<file path="config.mk">
export PLATFORM = sky130hd
export DESIGN_NAME = multicycle_stage_sequencer
export DESIGN_NICKNAME = d
export VERILOG_FILES = /design/src/rtl/cpu_ctrl_pkg.sv /design/src/rtl/mem_wait_timer.sv /design/src/rtl/multicycle_stage_sequencer.sv
export SDC_FILE = /design/constraint.sdc
export NUM_CORES = 1
export LEC_CHECK = 0
export ABC_CLOCK_PERIOD_IN_PS = 1900
export BUFFER_PORTS_ARGS = -buffer_cell sky130_fd_sc_hd__clkbuf_2
export CORE_MARGIN = 3
export CORE_UTILIZATION = 45
export DETAILED_ROUTE_END_ITERATION = 16
export HOLD_SLACK_MARGIN = 0.02
export PLACE_DENSITY = 0.66
export SLEW_MARGIN = 20
export SYNTH_ARGS = -nofsm -noshare
export SYNTH_HDL_FRONTEND = slang
export SYNTH_SLANG_ARGS = --single-unit
</file>
<file path="constraint.sdc">
create_clock -name clk -period 1.9 [get_ports clk]
set_input_delay 0.19 -clock clk [delete_from_list [all_inputs] [get_ports clk]]
set_output_delay 0.19 -clock clk [all_outputs]
set_load 0.02 [all_outputs]
</file>
<file path="src/rtl/cpu_ctrl_pkg.sv">
// Stage encodings shared by the multicycle sequencer and the debug-port mux.
package cpu_ctrl_pkg;
   localparam int STAGE_W = 3;

   localparam logic [STAGE_W-1:0] ST_IF   = 3'd0;
   localparam logic [STAGE_W-1:0] ST_RF   = 3'd1;
   localparam logic [STAGE_W-1:0] ST_EX   = 3'd2;
   localparam logic [STAGE_W-1:0] ST_MEM  = 3'd3;
   localparam logic [STAGE_W-1:0] ST_WB   = 3'd4;
   localparam logic [STAGE_W-1:0] ST_HALT = 3'd5;

   typedef enum logic [STAGE_W-1:0] {
      S_IF   = ST_IF,
      S_RF   = ST_RF,
      S_EX   = ST_EX,
      S_MEM  = ST_MEM,
      S_WB   = ST_WB,
      S_HALT = ST_HALT
   } stateT;
endpackage

</file>
<file path="src/rtl/mem_wait_timer.sv">
// Data-memory wait counter: clears outside MEM, counts MEM cycles, flags the
// cycle in which the count reaches MEM_WAIT_MAX.
module mem_wait_timer #(
   parameter int MEM_WAIT_MAX = 15
) (
   input  logic clk,
   input  logic nreset,
   input  logic clr,
   input  logic en,
   output logic expire
);
   localparam logic [7:0] LAST = 8'(MEM_WAIT_MAX - 1);

   logic [7:0] count;

   always_ff @(posedge clk) begin
      if (nreset || clr) begin
         count <= 8'd0;
      end else if (en) begin
         count <= count + 8'd1;
      end
   end

   // This cycle's increment is the one that reaches the limit.
   assign expire = en && (count == LAST);
endmodule

</file>
<file path="src/rtl/multicycle_stage_sequencer.sv">
// Multicycle IF/RF/EX/MEM/WB sequencer with memory wait states, squash,
// MEM timeout, halt/single-step debug control and a retired-instruction count.
module multicycle_stage_sequencer
   import cpu_ctrl_pkg::*;
#(
   parameter int MEM_WAIT_MAX = 15,
   parameter int CNT_W        = 32,
   parameter bit STEP_MODE_EN = 1'b1
) (
   input  logic               clk,
   input  logic               nreset,
   input  logic               imem_ready,
   input  logic               cond_pass,
   input  logic               is_mem_op,
   input  logic               is_branch,
   input  logic               writes_reg,
   input  logic               mem_ready,
   input  logic               halt_req,
   input  logic               step_req,
   output logic               fetch_go,
   output logic               regfetch_go,
   output logic               execute_go,
   output logic               dmem_go,
   output logic               wb_go,
   output logic               mem_req,
   output logic               pc_update,
   output logic               branch_take,
   output logic               retire,
   output logic               halted,
   output logic               mem_timeout,
   output logic [STAGE_W-1:0] stage,
   output logic [CNT_W-1:0]   retired_count
);
   stateT            state, stateNext;
   logic             branchLat, writesLat, stepLat, timeoutLat;
   logic [CNT_W-1:0] retiredCnt;
   logic             fetchC, rfC, exC, memC, wbC, pcC, takeC, retireC, haltedC;
   logic             timeoutSet, stepSet, timerExpire;
   logic             haltReqEff, boundaryHalt;

   assign haltReqEff   = STEP_MODE_EN && halt_req;
   assign boundaryHalt = haltReqEff || stepLat;

   mem_wait_timer #(.MEM_WAIT_MAX(MEM_WAIT_MAX)) u_timer (
      .clk    (clk),
      .nreset (nreset),
      .clr    (state != S_MEM),
      .en     (memC),
      .expire (timerExpire)
   );

   always_comb begin
      stateNext  = state;
      fetchC     = 1'b0;
      rfC        = 1'b0;
      exC        = 1'b0;
      memC       = 1'b0;
      wbC        = 1'b0;
      pcC        = 1'b0;
      takeC      = 1'b0;
      retireC    = 1'b0;
      haltedC    = 1'b0;
      timeoutSet = 1'b0;
      stepSet    = 1'b0;
      case (state)
         S_IF: begin
            fetchC = 1'b1;
            if (imem_ready) stateNext = S_RF;
         end
         S_RF: begin
            rfC       = 1'b1;
            stateNext = S_EX;
         end
         S_EX: begin
            exC = 1'b1;
            if (!cond_pass) begin
               // Squashed instruction retires here with a sequential PC.
               retireC   = 1'b1;
               pcC       = 1'b1;
               stateNext = boundaryHalt ? S_HALT : S_IF;
            end else if (is_mem_op) begin
               stateNext = S_MEM;
            end else begin
               stateNext = S_WB;
            end
         end
         S_MEM: begin
            memC = 1'b1;
            if (mem_ready) begin
               stateNext = S_WB;
            end else if (timerExpire) begin
               timeoutSet = 1'b1;
               stateNext  = S_HALT;
            end
         end
         S_WB: begin
            wbC       = writesLat;
            pcC       = 1'b1;
            takeC     = branchLat;
            retireC   = 1'b1;
            stateNext = boundaryHalt ? S_HALT : S_IF;
         end
         S_HALT: begin
            haltedC = 1'b1;
            if (!timeoutLat) begin
               if (STEP_MODE_EN && step_req) begin
                  stepSet   = 1'b1;
                  stateNext = S_IF;
               end else if (!haltReqEff) begin
                  stateNext = S_IF;
               end
            end
         end
         default: stateNext = S_IF;
      endcase
   end

   always_ff @(posedge clk) begin
      if (nreset) begin
         state      <= S_IF;
         branchLat  <= 1'b0;
         writesLat  <= 1'b0;
         stepLat    <= 1'b0;
         timeoutLat <= 1'b0;
         retiredCnt <= '0;
      end else begin
         state <= stateNext;
         if (state == S_EX) begin
            branchLat <= is_branch;
            writesLat <= writes_reg;
         end
         if (retireC) retiredCnt <= retiredCnt + CNT_W'(1);
         if (timeoutSet) timeoutLat <= 1'b1;
         if (stepSet) begin
            stepLat <= 1'b1;
         end else if (stateNext == S_HALT && state != S_HALT) begin
            stepLat <= 1'b0;
         end
      end
   end

   // Every output is forced low while reset is held.
   assign fetch_go      = fetchC  && !nreset;
   assign regfetch_go   = rfC     && !nreset;
   assign execute_go    = exC     && !nreset;
   assign dmem_go       = memC    && !nreset;
   assign mem_req       = memC    && !nreset;
   assign wb_go         = wbC     && !nreset;
   assign pc_update     = pcC     && !nreset;
   assign branch_take   = takeC   && !nreset;
   assign retire        = retireC && !nreset;
   assign halted        = haltedC && !nreset;
   assign mem_timeout   = timeoutLat && !nreset;
   assign stage         = nreset ? ST_IF : state;
   assign retired_count = nreset ? '0 : retiredCnt;
endmodule
</file>
**Word level (Yosys, flattened, before mapping)**

Cells that the tools add are included.
W data, S select, Z words.

- Reduce and logical (&&, ||, !) cells: 16
- Mux-type cells: 29
- Eq/ne operators: 9
- Add/sub/neg operators: 2

Operators with widths:

| kind | count |
|---|---|
| $add A32 B1 Y32 const B | 1 |
| $mux W32 | 1 |
| $mux W3 | 10 |
| $pmux W3 S6 | 1 |
| $mux W1 | 16 |
| $logic_and A1 B1 Y1 | 11 |
| $eq A3 B3 Y1 const B | 3 |
| $add A8 B1 Y8 const B | 1 |
| $eq A8 B4 Y1 const B | 1 |
| $eq A3 B2 Y1 const B | 2 |
| $eq A3 B1 Y1 const B | 1 |
| $logic_not A3 Y1 | 1 |
| $ne A3 B2 Y1 const B | 1 |
| $ne A3 B3 Y1 const B | 1 |
| $logic_or A1 B1 Y1 | 2 |
| $pmux W1 S2 | 1 |
| $reduce_bool A2 Y1 | 1 |
| $logic_not A1 Y1 | 1 |

- Flip-flop bits (word level): 47
- Bits of input ports: 10
- Word-level logic and storage cells: 63
- Output and inout bits: 46

**Longest topological paths before layout**

- Word-level depth: 10
- Gate-level depth with buffers: 6
- Mapped depth without buffers: 5

**Cells and area by module**

A second synthesis with hierarchy kept.

- Cells, all modules: 314
- Area total of the unflattened synthesis: 2708.8 um^2

Modules (own cells, without submodules):

| module | cells an instance | times used | sequential area each (um^2) | area each (um^2) |
|---|---|---|---|---|
| multicycle_stage_sequencer | 271 | 1 | 780.7 | 2328.5 |
| mem_wait_timer | 43 | 1 | 160.2 | 380.4 |

**Worst setup path after synthesis**

OpenSTA, ideal clock, no wires.

- Kind: register to output
- Start point: register state[0]
- End point: output retire
- Arrival time: 1.576 ns
- Stages on the path, launching flop included: 6
- Data required time: 1.710 ns
- Setup slack: 0.134 ns
- Path buffers: 2
- Path through: dfxtp_1 buf_2 nor4b_4 or2_2 nor2b_1 buf_4

- Longest elaborated chain between the ends: 3
- Elaborated cells between the ends (all ways): 4
- Those cells by class: eq/ne (2); mux (1); reduce/logical (1)

RTL lines:

| item | line | text |
|---|---|---|
| start, declared | multicycle_stage_sequencer.sv:34 | `stateT state, stateNext;` |
| start signal, assigned | multicycle_stage_sequencer.sv:127 | `state <= stateNext;` |
| $eq A3 B3 Y1 / $eq A3 B2 Y1 (equally long branches) | - |  |
| $pmux W1 S2 * | - |  |
| $logic_and A1 B1 Y1 * | - |  |
| end, declared | multicycle_stage_sequencer.sv:28 | `output logic retire,` |

Mark *: on every way between the ends. The rest lies on a longest branch, timed or not.

**Worst setup path in the final report**

- Start point: register state[0]
- End point: output retire

- Longest elaborated chain between the ends: 3
- Elaborated cells between the ends (all ways): 4
- Those cells by class: eq/ne (2); mux (1); reduce/logical (1)

RTL lines:

| item | line | text |
|---|---|---|
| $eq A3 B3 Y1 / $eq A3 B2 Y1 (equally long branches) | multicycle_stage_sequencer.sv:65 | `case (state)` |
| $pmux W1 S2 * | multicycle_stage_sequencer.sv:65 |  |
| $logic_and A1 B1 Y1 * | multicycle_stage_sequencer.sv:151 | `assign retire = retireC && !nreset;` |

Marked as above.

==> flow_metrics.env <==
export IMPL_route_detailed_drc=0
export IMPL_setup_tns_ps=0
export IMPL_n_antenna_cell=0
export IMPL_final_max_slew_viol_count=0
export IMPL_max_freq_mhz=550
export IMPL_yosysTopAreaCell="dfxtp_1"
export IMPL_worst_pin_slew_ps=539
export IMPL_port_buffers=55
export IMPL_antenna_found_initial=0
export IMPL_die_h_um=82.5
export IMPL_cp_end_kind="output port"
export IMPL_die_w_um=82.5
export IMPL_ant_nets=0
export IMPL_power_density_nw_per_um2=581
export IMPL_syn_inst=318
export IMPL_synth_top_family_by_area="simple AND/OR/NAND/NOR gates"
export IMPL_overflow=0
export IMPL_synth_warnings=0
export IMPL_maxCapViolations=0
export IMPL_r2r_setup_slack_ps=100
export IMPL_clk_pin_slew_ps=80
export IMPL_cp_required_ps=1710
export IMPL_seq_area_frac_synth_pct=35.7
export IMPL_fin_skew_ps=3.57
export IMPL_cts_buffers_inserted=5
export IMPL_path_common_cell="buf_4"
export IMPL_rows=27
export IMPL_synth_seq_cells=47
export IMPL_start_kind="flop"
export IMPL_leakage_nw=1.33
export IMPL_synthSimpleGateAreaFrac_pct=37.9
export IMPL_cts_tree="built"
export IMPL_synthXorXnorAreaFrac_pct=4.66
export IMPL_wl_per_cell_um=13.2
export IMPL_synth_cell_types=47
export IMPL_cp_slowest_stage_delay_ps=360
export IMPL_dp_hpwl_um=4370
export IMPL_grt_pass1_vias=2167
export IMPL_syn_nets=331
export IMPL_syn_area_per_cell_um2=8.28
export IMPL_period_minus_slack_ps=1820
export IMPL_hold_violations=0
export IMPL_synthArstFlopShare_pct=0
export IMPL_layout_drive_gt1_share_pct=30.3
export IMPL_htree_levels=2
export IMPL_ir_worst_vdd_v=0.000390
export IMPL_synth_top_cells_by_area="dfxtp_1 36%, nor2b_1 9.3%, mux2_2 6.8%"
export IMPL_crit_type="flop to output port"
export IMPL_fin_nets=391
export IMPL_yosys_area_top_type_share_pct=35.7
export IMPL_synth_edf_count=0
export IMPL_yosysMostFrequentCell="dfxtp_1"
export IMPL_grt_max_degree=26
export IMPL_initial_core_util_pct=47.2
export IMPL_crit_slowest_cell="dfxtp_2"
export IMPL_num_io_pins=56
export IMPL_rsz0062_at_grt="true"
export IMPL_firstDrtPassIters=4
export IMPL_setup_viol=0
export IMPL_status="finished clean"
export IMPL_holdCritPathClass="primary input to flop"
export IMPL_grt_pass1_wl_um=9790
export IMPL_drt_iter0_markers=101
export IMPL_place_congestion=0.867
export IMPL_syn_to_final_growth_pct=22.1
export IMPL_root_buffer="clkbuf_8"
export IMPL_cts_buffer_depth=2
export IMPL_max_slew_margin_rel_pct=63.6
export IMPL_via_count=2444
export IMPL_via_per_inst=5.42
export IMPL_worst_path_max_fanout=5
export IMPL_fp_coreArea_um2=5570
export IMPL_synthAdderAreaFrac_pct=1.43
export IMPL_postCtsHoldBufs=0
export IMPL_path_cells="nor4b_4 > buf_4 > or2_2 > nor2b_2 > buf_4"
export IMPL_postRouteWirelength_um=5950
export IMPL_clk_latency_ps=300
export IMPL_synth_compound_area_share_pct=8.79
export IMPL_synthMuxAreaShare_pct=7.22
export IMPL_post_route_period_util_pct=95.7
export IMPL_worstPathArrival_ps=1630
export IMPL_track_usage_pct=18.4
export IMPL_final_util_pct=57.7
export IMPL_die_area_um2=6800
export IMPL_synthesis_area_um2=2630
export IMPL_yosys_most_used_dff="dfxtp_1"
export IMPL_synthTopCellsByCount="47 x dfxtp_1, 44 x nor2_1, 39 x nor2b_1, 17 x nand2_1, 16 x mux2_2"
export IMPL_clock_sinks=47
==> worst max-delay path, delay by kind of cell, from the launching register on <==
kind,cells,cell delay [ps]
simple gates,3,650
flops,1,360
buf+inv,2,330
==> logic make-up after synthesis <==
kind of cell,Yosys count
AND/OR/NAND/NOR,175
flip-flops,47
AO/OA/AOI/OAI,35
buffers and inverters,27
multiplexers,17
XOR/XNOR,14
adder cells (fa/ha/maj),3
==> report_power, final <==
group | switching, W | internal [W]
Combinational | 0.000114 | 0.0000806
Clock | 0.000331 | 0.000332
Sequential | 0.0000142 | 0.000995
==> metrics by stage <==
stage	std cells	total power, W	setup slack, ps	hold slack, ps	cell area, um2
after floorplan	318	0.00116	134	326	2630
after global placement	442	0.00122	99.5	418	3060
after detailed placement	442	0.00122	30.3	424	3060
after CTS	450	0.00188	3.43	97.2	3160
after global routing	451	0.00195	-4.63	99.4	3220
final	451	0.00187	81.2	98.2	3220
==> routing by layer <==
| metal | vias up | GRT usage, % | part of all wire (%) |
|---|---|---|---|
| li1 | 1260 | - | - |
| met2 | 39 | 30.0 | 47 |
| met1 | 1137 | 23.8 | 48 |
| met3 | 8 | 4.77 | 4.0 |
| met4 | 0 | 4.98 | 1.1 |
| met5 | - | 0 | 0 |
==> sequential cells by signal, indices dropped and copies added, names as in the netlist <==
name	cells
retiredCnt	32
u_timer.count	8
state	3
branchLat	1
stepLat	1
timeoutLat	1
writesLat	1
==> final cells by class <==
| cell class | count | area (um2) |
|---|---|---|
| clock buffers | 8 | 100 |
| multi-input cells | 244 | 1620 |
| well taps | 72 | 90.1 |
| inverters | 6 | 22.5 |
| fillers | 527 | 2360 |
| repair buffers | 74 | 435 |
| flip-flops and latches | 47 | 945 |
==> timing repair <==
item                                    in CTS  in global routing
resized for setup                            1                 15
endpoints found under the setup margin       2                 16
buffers inserted                             0                  1
pin swaps                                    1                  1
==> cell usage in the layout, fill, tap and decap left out, drive strengths merged, types with 2 or more instances in the layout <==
cell | netlist | final
buf | 8 | 21
o31ai | 3 | 3
nand3 | 8 | 8
nand2b | 2 | 2
nor3 | 3 | 3
mux2 | 16 | 16
nor3b | 3 | 3
and2 | 5 | 5
nand4 | 10 | 10
or4 | 6 | 6
nor2b | 39 | 39
clkbuf | 13 | 61
and4 | 6 | 6
a21oi | 8 | 8
inv | 6 | 6
nor4b | 2 | 2
nand3b | 2 | 2
nor2 | 44 | 44
o211ai | 3 | 3
ha | 3 | 3
or3 | 2 | 2
nor4 | 15 | 15
xnor2 | 3 | 3
xor2 | 11 | 11
dfxtp | 47 | 47
o21ai | 10 | 10
nand2 | 17 | 17
o2111ai | 5 | 5
and3 | 6 | 6
==> worst paths after layout <==
check | endpoint | start | cells past startpoint
max | retire | state[0]$_SDFF_PP0_ | 5
min | branchLat$_SDFFE_PP0N_ | is_branch | 3
max reg2reg | retiredCnt[24]$_SDFFE_PP0P_ | retiredCnt[5]$_SDFFE_PP0P_ | 5
min reg2reg | writesLat$_SDFFE_PP0N_ | writesLat$_SDFFE_PP0N_ | 2
Note: power is estimated with default switching activity, not from simulation.
